--- src/rtl/fp_mul_result_buffer_pkg.sv ---
// Shared floating-point constants: exception bit positions, rounding modes,
// and small helpers used by the multiplier result buffer.
package fp_mul_result_buffer_pkg;

    // Exception vector layout produced by FloatingPointMul
    localparam int EXC_W         = 5;
    localparam int EXC_INVALID   = 4;
    localparam int EXC_DIVBYZERO = 3;
    localparam int EXC_OVERFLOW  = 2;
    localparam int EXC_UNDERFLOW = 1;
    localparam int EXC_INEXACT   = 0;

    typedef logic [EXC_W-1:0] exc_t;

    // Rounding-mode encodings shared across the FP datapath
    typedef enum logic [2:0] {
        RM_RNE = 3'b000,
        RM_RTZ = 3'b001,
        RM_RDN = 3'b010,
        RM_RUP = 3'b011,
        RM_RMM = 3'b100
    } round_mode_e;

    // Builds an exception vector from individual flags in the shared bit order
    function automatic exc_t make_exc(input logic nv, input logic dz, input logic of,
                                      input logic uf, input logic nx);
        exc_t e;
        e                = '0;
        e[EXC_INVALID]   = nv;
        e[EXC_DIVBYZERO] = dz;
        e[EXC_OVERFLOW]  = of;
        e[EXC_UNDERFLOW] = uf;
        e[EXC_INEXACT]   = nx;
        return e;
    endfunction

endpackage

--- src/rtl/fp_mul_result_buffer_sticky_flags.sv ---
// Sticky accumulated exception flags: each bit is set by an accepted
// exception and held until an explicit clear or reset.
module fp_sticky_flags
    import fp_mul_result_buffer_pkg::*;
(
    input  logic       clk,
    input  logic       rst,
    input  logic       clr,
    input  logic       set_en,
    input  exc_t       set_flags,
    output exc_t       flags
);

    genvar gi;
    generate
        for (gi = 0; gi < EXC_W; gi++) begin : g_bit
            logic flag_reg;

            // Clear drops the old value; a new exception in the same cycle still lands
            always_ff @(posedge clk) begin
                if (rst) begin
                    flag_reg <= 1'b0;
                end else begin
                    flag_reg <= (flag_reg & ~clr) | (set_en & set_flags[gi]);
                end
            end

            assign flags[gi] = flag_reg;
        end
    endgenerate

endmodule

--- src/rtl/fp_mul_result_buffer.sv ---
// Small in-order FIFO holding multiplier results and their exception vectors,
// with occupancy output, flush, and sticky accumulated exception flags.
module fp_mul_result_buffer
    import fp_mul_result_buffer_pkg::*;
#(
    parameter int exp_width  = 8,
    parameter int frac_width = 23,
    parameter int depth      = 4
) (
    input  logic                              clk,
    input  logic                              rst,
    input  logic                              in_valid,
    output logic                              in_ready,
    input  logic [exp_width+frac_width:0]     in_result,
    input  logic [EXC_W-1:0]                  in_exception,
    output logic                              out_valid,
    input  logic                              out_ready,
    output logic [exp_width+frac_width:0]     out_result,
    output logic [EXC_W-1:0]                  out_exception,
    output logic [$clog2(depth):0]            count,
    output logic [EXC_W-1:0]                  fflags,
    input  logic                              flags_clr,
    input  logic                              flush
);

    localparam int RES_W = exp_width + frac_width + 1;
    localparam int PTR_W = $clog2(depth);
    localparam int CNT_W = PTR_W + 1;

    // Storage is read asynchronously so a freshly pushed entry shows up one
    // cycle later without a prefetch stage; depth is small.
    logic [RES_W-1:0] res_mem [depth];
    exc_t             exc_mem [depth];

    logic [PTR_W-1:0] wr_ptr_reg, wr_ptr_next;
    logic [PTR_W-1:0] rd_ptr_reg, rd_ptr_next;
    logic [CNT_W-1:0] count_reg,  count_next;

    logic push;
    logic pop;
    logic not_empty;

    assign not_empty = (count_reg != '0);
    assign in_ready  = (count_reg != CNT_W'(depth)) && !flush;
    assign out_valid = not_empty;
    assign push      = in_valid && in_ready;
    // A pop coinciding with flush is dropped; the flush empties the buffer anyway
    assign pop       = out_valid && out_ready && !flush;

    assign out_result    = not_empty ? res_mem[rd_ptr_reg] : '0;
    assign out_exception = not_empty ? exc_mem[rd_ptr_reg] : '0;
    assign count         = count_reg;

    // Write the accepted entry at the tail; contents need no reset since
    // the outputs are masked while empty
    always_ff @(posedge clk) begin
        if (push) begin
            res_mem[wr_ptr_reg] <= in_result;
            exc_mem[wr_ptr_reg] <= in_exception;
        end
    end

    // Next pointer/occupancy; pointers wrap naturally at the power-of-two depth
    always_comb begin
        wr_ptr_next = wr_ptr_reg;
        rd_ptr_next = rd_ptr_reg;
        count_next  = count_reg;
        if (flush) begin
            wr_ptr_next = '0;
            rd_ptr_next = '0;
            count_next  = '0;
        end else begin
            if (push) begin
                wr_ptr_next = wr_ptr_reg + 1'b1;
            end
            if (pop) begin
                rd_ptr_next = rd_ptr_reg + 1'b1;
            end
            case ({push, pop})
                2'b10:   count_next = count_reg + 1'b1;
                2'b01:   count_next = count_reg - 1'b1;
                default: count_next = count_reg;
            endcase
        end
    end

    // Pointer and occupancy registers; reset overrides everything
    always_ff @(posedge clk) begin
        if (rst) begin
            wr_ptr_reg <= '0;
            rd_ptr_reg <= '0;
            count_reg  <= '0;
        end else begin
            wr_ptr_reg <= wr_ptr_next;
            rd_ptr_reg <= rd_ptr_next;
            count_reg  <= count_next;
        end
    end

    // Flags accumulate only exceptions of entries actually accepted
    fp_sticky_flags u_sticky_flags (
        .clk       (clk),
        .rst       (rst),
        .clr       (flags_clr),
        .set_en    (push),
        .set_flags (in_exception),
        .flags     (fflags)
    );

endmodule

--- config.mk ---
export PLATFORM = sky130hd
export DESIGN_NAME = fp_mul_result_buffer
export DESIGN_NICKNAME = d
export VERILOG_FILES = /design/src/rtl/fp_mul_result_buffer_pkg.sv /design/src/rtl/fp_mul_result_buffer_sticky_flags.sv /design/src/rtl/fp_mul_result_buffer.sv
export SDC_FILE = /design/constraint.sdc
export NUM_CORES = 1
export LEC_CHECK = 0
export ABC_AREA = 0
export CORE_UTILIZATION = 47
export CTS_BUF_LIST = sky130_fd_sc_hd__clkbuf_16
export DETAILED_ROUTE_END_ITERATION = 8
export GPL_TIMING_DRIVEN = 0
export MAX_ROUTING_LAYER = met4
export PLACE_DENSITY = 0.74
export SYNTH_ARGS = -nofsm -noshare
export SYNTH_HDL_FRONTEND = slang
export SYNTH_SLANG_ARGS = --single-unit
--- constraint.sdc ---
create_clock -name clk -period 2.35 [get_ports clk]
set_input_delay 0.3525 -clock clk [delete_from_list [all_inputs] [get_ports clk]]
set_output_delay 0.3525 -clock clk [all_outputs]
set_load 0.1 [all_outputs]
==> metrics.md, run 1 <==
| Metric | Value |
|---|---|
| Status | `finished clean` |
| Dpl cells | `576` |
| Routed Antenna Nets | `0` |
| Post-synthesis simple-gate area fraction | `5.82%` |
| Worst hold path type | `register to register` |
| Starting Density | `49.1%` |
| CTS max path bufs | `2` |
| Largest net degree at the start of global routing | `30` |
| CTS Sinks | `162` |
| Clk_lat worst skew | `0.40 ns` |
| Fillers | `845` |
| CTS tree | `built` |
| Post-synthesis compound-gate area fraction | `under 10%` |
| Crit-path most repeated cell | `buf_16` |
| Iteration-0 DRC count of the detailed router | `194` |
| Worst hold path depth | `1` |
| Worst R2R Path Depth | `10` |
| Fin Hold WS | `0.475 ns` |
| Worst Path Max Fanout | `7` |
| Area grow syn2layout | `38.7%` |
| Rows | `41` |
| Total congestion overflow | `0` |
| Final setup vio count | `0` |
| RSZ-0062 raised after global routing | `yes` |
| Via density | `around 5.3` |
| PD cells | `725 nW/um2` |
| Internal | `4.98 mW` |
| Yosys cell types | `32` |
| DIE HEIGHT | `118 um` |
| Die X | `about 120 um` |
| Worst Tran Pin Value | `0.973 ns` |
| Clock network power share | `40.7%` |
| Vias | `between 3000 and 4000` |
| F_max | `427 MHz` |
| Largest family of logic cells by synthesized area | `multiplexers` |
| Post-Synth XOR/XNOR Area | `less than 1%` |
| Switching Share | `21.4%` |
| Post-synth EDFFs | `148` |
| Post-synthesis sequential area ratio | `75.0%` |
| Mapped Area | `6300 um2` |
| Reg area | `4740 um2` |
| Vias in the first global route | `approximately 3400` |
| Asr flop ratio synth | `0%` |
| Io pins | `90` |
| Worst-path cell chain | `buf_16 -> buf_16 -> mux4_2 -> and2b_2 -> buf_12` |
| Period utilization | `99.6%` |
| DR WL/cell | `approximately 20 um` |
| Synth warnings | `0` |
| Die ar. | `13900 um2` |
| Multiplexer area fraction after synthesis | `approximately an eighth` |
| Max-cap viol count | `0` |
| CTS Root Cell | `clkbuf_16` |
| DP HPWL | `7130 um` |
| # H-tree levels | `4` |
| Fin nets | `about 480` |
| Crit path arrival time | `1.99 ns` |
| CP Launch Type | `register` |
| Flops & latches, synth | `~160` |
| Drt total wl | `12300 um` |
| Max IR drop VDD | `463 uV` |
| Multi-input logic area | `1640 um2` |
| Reg power frac | `between 50% and 60%` |
| Rel. slew slack | `between 30% and 40%` |
| Slowest stage cell, crit path | `mux4_2` |
| Cells after Synth | `311` |
| Initial DRT Pass Iterations | `4` |
| Total CTS buffers | `17` |
| I/O Buffers | `around 90` |
| Final Non-Filler Cells | `617` |
| Adder-cell share of the synthesized area | `1.31%` |
| GRT Total Usage | `between 10% and 20%` |
| Combinational share of power | `8.9%` |
| Dominant synthesized flop cell | `edfxtp_1` |
| Final worst path period need | `2.34 ns` |
| # DRC | `0` |
| CTS clk-pin slew, worst paths | `approximately 0.060 ns` |
| Total net switching power | `roughly 1.4 mW` |
| Antenna violations before repair | `0` |
| Crit Path Class | `register to output pin` |
| Max-slew violation count | `0` |
| Critical path buffers and inverters | `3` |
| CP endpoint kind | `output pin` |
| Largest register FFs | `128` |
| Share of layout cells above drive strength 1 | `43.1%` |
| N_diodes | `0` |
| RD Place Congestion | `about 0.74` |
| Delay of the slowest cell on the worst path | `0.48 ns` |
| Post-Syn Nets | `360` |
| Overall power | `around 6.3 mW` |
| Core region area | `12800 um2` |
| CP required | `2.00 ns` |
| Skew final | `0.00733 ns` |
| Fin. Hold Viols | `0` |
| Worst path top cell family by delay | `multiplexers` |
| Pleak | `3.11 nW` |
| CP Depth | `5` |
| Avg Cell Area, Syn | `20.3 um2` |
| Global-route wire length before repair | `18600 um` |
-- path summary, 6_finish.rpt --
path                                                          to                        startpoint  slack [ns]
worst max-delay path                               out_result[5]                          register       0.009
worst min-delay path            u_sticky_flags.g_bit[2].flag_reg  u_sticky_flags.g_bit[2].flag_reg        0.47
worst max register to register                          count[2]                          count[2]        0.08
worst min register to register  u_sticky_flags.g_bit[2].flag_reg  u_sticky_flags.g_bit[2].flag_reg        0.47
-- area by class of cell --
| type | count | share of cell area [%] |
|---|---|---|
| plain buffers | 19 | 2.45 |
| clock inverters | 11 | 0.515 |
| multi-input cells | 121 | 18.8 |
| clock buffers | 21 | 6.01 |
| flip-flops and latches | 162 | 54.2 |
| inverters | 8 | 0.372 |
| well taps | 172 | 2.46 |
| repair buffers | 103 | 15.2 |
-- timing repair --
action | in CTS | in global routing
buffers inserted | 4 | 2
pin swaps | 4 | 2
resized for setup | 278 | 85
setup endpoints to repair | 40 | 39
hold buffers | 0 | 0
gates cloned | 2 | 2
-- kinds of logic after synthesis --
kind of cell             count (synthesis)
AND/OR/NAND/NOR                         61
multiplexers                            37
AO/OA/AOI/OAI                           14
XOR/XNOR                                 3
buffers and inverters                   28
adder cells (fa/ha/maj)                  6
flip-flops                             162
-- power groups by stage --
stage,Sequential (mW),Clock (mW),Combinational (mW)
6_report,3.20,2.58,0.564
5_1_grt,3.20,2.73,0.589
4_1_cts,3.20,2.60,0.517
3_5_place_dp,3.26,0,0.503
3_3_place_gp,3.26,0,0.488
2_1_floorplan,3.27,0,0.310
-- layout by cell type, fill, tap and decap left out, types with 2 or more instances in the layout --
cell type	netlist	layout
a32o_2	4	4
xor2_1	3	3
buf_2	3	10
buf_16	0	2
dlymetal6s2s_1	0	6
clkbuf_8	0	2
and2b_2	0	2
inv_1	8	15
buf_4	9	11
clkdlybuf4s50_1	0	43
dfxtp_1	14	10
nor2b_4	0	17
and3_2	0	4
ha_1	5	4
inv_4	0	2
nor2_1	8	8
buf_12	0	30
dfxtp_4	0	4
nor2b_2	0	19
o21ai_0	2	2
mux4_2	37	37
buf_8	0	2
a21oi_1	4	3
buf_6	2	10
edfxtp_1	148	148
clkbuf_4	0	2
clkbuf_16	0	23
-- worst reg2reg max path, delay by kind of cell, from the launching register on --
family	cells	cell delay, ns
compound gates	1	0.11
xor+xnor	1	0.16
fa+ha+maj	2	0.46
buf+inv	3	0.23
flops	1	0.38
simple gates	3	0.87
-- layer usage --
metal	vias up	GRT usage, %	share of wire [%]
met5	-	-	0
met4	0	5.05	0.53
met3	9	5.14	5.1
met2	105	30.4	52
met1	1712	23.0	42
li1	1471	-	-
-- metrics by stage --
step                worst slack, ns  TNS (ns)  cell area, um2  util [%]
CTS                         -0.0320   -0.0382            8350      65.1
floorplan                    -0.166     -1.66            6420         -
global route                -0.0644    -0.286            8740      68.1
detailed placement            -1.16    -28.96            7610      59.4
global placement              -1.16   -171.35            7530      58.7
finish                      0.00885         0            8740      68.1
-- cells in the mapped netlist, drive strengths merged, types with 2 or more instances --
master / instances / area [um2]
and2b: 2 / 15.0
mux4: 37 / 833
o31ai: 2 / 20.0
clkbuf: 6 / 22.5
inv: 8 / 30.0
a21oi: 4 / 20.0
buf: 14 / 105
or3: 2 / 13.8
nor2b: 37 / 231
dfxtp: 14 / 280
a32o: 4 / 45.0
o21ai: 2 / 10.0
and3: 4 / 25.0
nor2: 8 / 30.0
ha: 5 / 62.6
edfxtp: 148 / 4440
xor2: 3 / 26.3
Power figures use the tool's default switching activity.
==> inputs of run 2 (changes only) <==
Settings changed: REMOVE_ABC_BUFFERS set to 1, SKIP_LAST_GASP set to 1.
==> run 2 against run 1 <==
  * Hold slack hardly changed
  * Critical endpoint is now out_result[20]
  * Total power grew 3.1%
  * Sequential share of layout area increased by 3.0 points
==> metrics.md, run 2 (synthesis results as in run 1) <==
| Metric | Value |
|---|---|
| Delay of the slowest cell on the worst path | `0.49 ns` |
| Reg2Reg Launch Point | `count[2]` |
| Crit Path Class | `register to output pin` |
| PD cells | `790 nW/um2` |
| Drt total wl | `approximately 12000 um` |
| Io pins | `90` |
| DIE HEIGHT | `roughly 120 um` |
| Iteration-0 DRC count of the detailed router | `243` |
| Most common cell after layout, fill and taps aside | `edfxtp_1` |
| Fin nets | `470` |
| Worst-path cell chain | `buf_4 -> buf_4 -> mux4_2 -> nor2b_1 -> buf_6` |
| Rel. slew slack | `34.2%` |
| FF-to-FF End | `count[2]` |
| Fin. Hold Viols | `0` |
| Routed Antenna Nets | `0` |
| F_max | `435 MHz` |
| CTS tree | `built` |
| CTS Root Cell | `clkbuf_16` |
| RD Place Congestion | `around 0.70` |
| Pleak | `2.79 nW` |
| Crit-path most repeated cell | `buf_4` |
| Worst hold path depth | `1` |
| Initial DRT Pass Iterations | `4` |
| Worst Path Max Fanout | `5` |
| Area grow syn2layout | `31.3%` |
| Worst hold path type | `register to register` |
| Worst R2R Path Depth | `9` |
| Global-route wire length before repair | `18700 um` |
| Clk_lat worst skew | `0.42 ns` |
| N_diodes | `0` |
| CTS max path bufs | `2` |
| CTS Sinks | `between 150 and 200` |
| Antenna violations before repair | `0` |
| Core region area | `between 10000 and 15000 um2` |
| GRT Total Usage | `19.1%` |
| Share of layout cells above drive strength 1 | `34.6%` |
| Final setup vio count | `0` |
| Skew final | `between 0.007 and 0.008 ns` |
| # H-tree levels | `4` |
| Largest register FFs | `128` |
| Rows | `just over 40` |
| Cts hold-fix bufs | `0` |
| Vias | `3219` |
| Final worst path period need | `2.30 ns` |
| CTS clk-pin slew, worst paths | `0.06 ns` |
| RSZ-0062 raised after global routing | `yes` |
| Hold path start | `u_sticky_flags.g_bit[4].flag_reg` |
| Starting Density | `49.1%` |
| Period utilization | `just under 100%` |
| Fillers | `918` |
| Crit path arrival time | `1.95 ns` |
| Utilization after layout | `64.5%` |
| Overall power | `about 6.5 mW` |
| CP Launch Type | `register` |
| Die X | `approximately 120 um` |
| Setup TNS | `0 ns` |
| Via density | `5.31` |
| Max-slew violation count | `0` |
| I/O Buffers | `89` |
| Slowest stage cell, crit path | `mux4_2` |
| Max IR drop VDD | `425 uV` |
| Largest net degree at the start of global routing | `24` |
| Worst Hold Endpoint | `u_sticky_flags.g_bit[4].flag_reg` |
| Max-cap viol count | `0` |
| Setup slack, reg-to-reg | `0.12 ns` |
| Total congestion overflow | `0` |
| Most frequent cells in the layout | `148 x edfxtp_1, 48 x clkdlybuf4s50_1, 37 x mux4_2` |
| # DRC | `0` |
| CP required | `roughly 2.0 ns` |
| DR WL/cell | `around 19 um` |
| Status | `finished clean` |
| CP endpoint kind | `output pin` |
| Worst Tran Pin Value | `0.983 ns` |
| Vias in the first global route | `3419` |
| DP HPWL | `~6900 um` |
| Total CTS buffers | `17` |
| Die ar. | `13900 um2` |
run 2: cell types whose count changed in the layout (fill, tap and decap cells not counted), sizes merged:
cell,before,now
buf,65,58
clkbuf,28,17
clkinvlp,0,2
dlygate4sd2,1,3
clkinv,1,7
clkdlybuf4s50,43,48
bufinv,0,4
clkdlybuf4s15,0,1
bufbuf,0,1
dlymetal6s2s,6,0
inv,18,10
run 2: metrics by stage:
step                      worst slack (ns)  hold slack, ns  std cells  area, um2
after floorplan                      -2.01           0.451        291       6170
after global placement               -4.04           0.456        552       7280
after detailed placement            -0.642           0.463        561       7460
after CTS                          -0.0196           0.482        606       8160
after global routing               -0.0238           0.504        606       8280
final                               0.0496           0.475        606       8280
run 2: how the worst max path moves through the flow:
stage | to | slack, ns | cells after the start
3_5_place_dp | out_result[14] | -0.64 | 3
4_1_cts | out_result[20] | -0.02 | 5
2_1_floorplan | out_exception[0] | -2.01 | 2
5_1_grt | out_result[14] | -0.02 | 5
6_report | out_result[20] | 0.05 | 5
3_3_place_gp | out_result[14] | -4.04 | 3
run 2: layout make-up:
| type | count | area [um2] | share of cell area (%) |
|---|---|---|---|
| Clock buffer | 17 | 425 | 5.14 |
| Clock inverter | 15 | 191 | 2.31 |
| Inverter | 8 | 30.0 | 0.363 |
| Multi-Input combinational cell | 121 | 1460 | 17.7 |
| Sequential cell | 162 | 4740 | 57.2 |
| Tap cell | 172 | 215 | 2.60 |
| Timing Repair Buffer | 111 | 1210 | 14.7 |
run 2: power by group:
| part | total (mW) | internal [mW] | leakage, nW | switching, mW |
|---|---|---|---|---|
| Clock | 2.84 | 1.77 | 0.299 | 1.07 |
| Combinational | 0.502 | 0.186 | 1.03 | 0.317 |
| Sequential | 3.20 | 3.19 | 1.46 | 0.0124 |
run 2: per-layer routing:
layer	vias up	wire, um	track usage [%]
met1	1634	4860	23.4
li1	1453	-	-
met2	120	5970	30.7
met4	0	152	7.93
met3	12	782	4.36
met5	-	0	-
run 2: worst max-delay path, delay by kind of cell (launching register included):
kind / cells / cell delay [ns]
and+or+nand+nor: 1 / 0.17
buffers and inverters: 3 / 0.49
muxes: 1 / 0.49
DFF: 1 / 0.38
run 2: repair_timing:
item                                    4_1_cts  5_1_grt
endpoints found under the setup margin       43       31
endpoints found under the hold margin         0        0
resized for setup                           234       36
pin swaps                                     1        0
buffers inserted                             12        0
gates cloned                                  1        0
==> edit: new RTL, flow settings as in run 1 <==
Make the reset (`rst`) asynchronous in 2 clocked blocks.
--- a/src/rtl/fp_mul_result_buffer_sticky_flags.sv
+++ b/src/rtl/fp_mul_result_buffer_sticky_flags.sv
@@ -17,7 +17,7 @@
             logic flag_reg;
 
             // Clear drops the old value; a new exception in the same cycle still lands
-            always_ff @(posedge clk) begin
+            always_ff @(posedge clk or posedge rst) begin
                 if (rst) begin
                     flag_reg <= 1'b0;
                 end else begin
--- a/src/rtl/fp_mul_result_buffer.sv
+++ b/src/rtl/fp_mul_result_buffer.sv
@@ -85,7 +85,7 @@
     end
 
     // Pointer and occupancy registers; reset overrides everything
-    always_ff @(posedge clk) begin
+    always_ff @(posedge clk or posedge rst) begin
         if (rst) begin
             wr_ptr_reg <= '0;
             rd_ptr_reg <= '0;
Behaviour: differs if rst is asserted again (counterexample within 4 cycles, from zero or initial values and one cycle with rst high); with rst held inactive, the same outputs for 4 cycles.
==> edit against run 1 <==
The run now ends with setup timing left; design area down 2.0%; wire length down 4.9%; core utilization down 1.6 points; first-iteration DRC count up 48%; via count down 1.3%; clock skew down 0.0010 ns; area after synthesis up 0.14%; sequential share of layout area up 1.3 points; critical path depth up 2; hold slack worse by 0.20 ns; setup slack worse by 0.080 ns; sequential cell count down 2; critical path type is now reg2reg.
Power is not compared: it rests on default switching activity, and its combinational part moved more than twofold at a synthesized area within 25%.
==> edit: results (changes against run 1) <==
placement:
  gp_congestion: 0.715  # was 0.742
  placedInstanceArea_um2: 7530  # was 7610 um^2
  post-place-cells: 574  # was 576
  dp_hpwl_mm: 6.90  # was 7.13 mm
  pre_cts_ws_ns: -0.846  # was -1.16 ns
critical_path:
  cp_slowest_cell: "dfrtp_4"  # was mux4_2
  endpoint_kind: "flop"  # was output pin
  cp.arrival_ns: 2.74  # was 1.99 ns
  timing.rr.start: "count[0]"  # was count[2]
  path_max_fanout: 6  # was 7
  reg2reg_depth: 7  # was 10
  r2r_end: "count[2]"  # unchanged
  critical-path-top-delay-family: "simple AND/OR/NAND/NOR gates"  # was multiplexers
  critical-path-max-stage-delay_ns: 0.51  # was 0.48 ns
synth:
  synthTopCellsByArea: "edfxtp_1 (70%), mux4_2 (13%), dfrtp_1 (4.8%), and2_1 (4.1%), ha_1 (0.79%)"  # was edfxtp_1 (71%), mux4_2 (13%), dfxtp_1 (4.4%), nor2b_1 (3.7%), buf_4 (1.1%)
  async_flop_share_pct: 7.50  # was 0%
  yosysSeqAreaShare_pct: 75.2  # was 75.0%
  synth_common_cells: "edfxtp_1 (148), and2_1 (41), mux4_2 (37), dfrtp_1 (12), inv_1 (8)"  # was edfxtp_1 (148), mux4_2 (37), nor2b_1 (37), dfxtp_1 (14), buf_4 (9)
  synth.distinct_cells: 33  # was 32
  synth_nets: 359  # was 360
detailed_routing:
  wl_mm: 11.7  # was 12.3 mm
  vias: 3255  # was 3297
  drtIter0Drc: 288  # was 194
  wire_per_inst_um: 18.8  # was 19.9 um
clock_network:
  post_cts_buffers: 6  # was 4
  worstSkewPairLatency_ns: 0.42  # was 0.40 ns
  cts_buffer_depth: 2  # unchanged
  post_cts_resized: 321  # was 278
cells_and_area:
  diodes: 0  # unchanged
  drive_gt1_share_pct: 38.2  # was 43.1%
  num-nets-final: 483  # was 481
  flops_and_latches: 160  # was 162
  buffer_area_share_pct: 18.3  # was 17.6%
  final_core_util_pct: 66.5  # was 68.1%
  seq_share_pct: 55.5  # was 54.2%
  multi_input_gates: 124  # was 121
  multi_input_area_um2: 1520  # was 1640 um^2
  largest_reg_flops: 128  # unchanged
  clkCellAreaFrac_pct: 5.64  # was 6.53%
  fillCellCount: 843  # was 845
  buffers: 124  # was 122
  nNonClkInverters: 8  # unchanged
global_routing:
  grtUsageTotal_pct: 18.9  # was 18.6%
  grt_pass1_vias: 3434  # was 3447
  grt_pass1_wl_mm: 18.8  # was 18.6 mm
  antenna_found_initial: 0  # unchanged
  grt_max_degree: 38  # was 30
sta:
  setup-tns-final_ns: -0.338  # was 0 ns
  fin_hold_ws_ns: 0.270  # was 0.475 ns
  worstMarginPinSlew_ns: 0.964  # was 0.973 ns
  setup-violations-final: 15  # was 0
  layout_setup_ws_ns: -0.0707  # was 0.00885 ns
  skew_ns: 0.00633  # was 0.00733 ns
pwr:
  power_leakage_nw: 3.04
status:
  violations: "setup timing"
  status: "finished, violations left"  # was finished clean
hold_path:
  min_path_type: "in2async"  # was reg2reg
[edit: cell families (layout without fill, tap and decap cells)]
logic type / Yosys count / after routing / synth area share, %
xor+xnor: 3 / 3 / 0.535
fa+ha+maj: 5 / 5 / 1.11
simple gates: 64 / 64 / 6.05
mux: 40 / 40 / 13.7
compound gates: 12 / 12 / 1.15
buf+inv: 27 / 164 / 2.26
flops: 160 / 160 / 75.2
[edit: layer usage]
| layer | part of all wire, % | track usage (%) |
|---|---|---|
| met5 | 0 | - |
| met4 | 2.1 | 8.33 |
| met3 | 4.7 | 4.60 |
| met2 | 50 | 29.2 |
| met1 | 43 | 23.8 |
[edit: worst reg2reg max path: stages (launching register included)]
cell and delay [ns]:
dfrtp_4 0.51, or3_4 0.45, nand2_4 0.10, nor3_2 0.06, fa_2 0.36, or4b_1 0.51
a21o_1 0.17, a31oi_1 0.17
[edit: power breakdown]
group / internal [mW] / switching [mW]
Sequential: 3.31 / 0.0876
Combinational: 2.50 / 3.94
Clock: 1.29 / 0.964
Total: 7.10 / 4.99
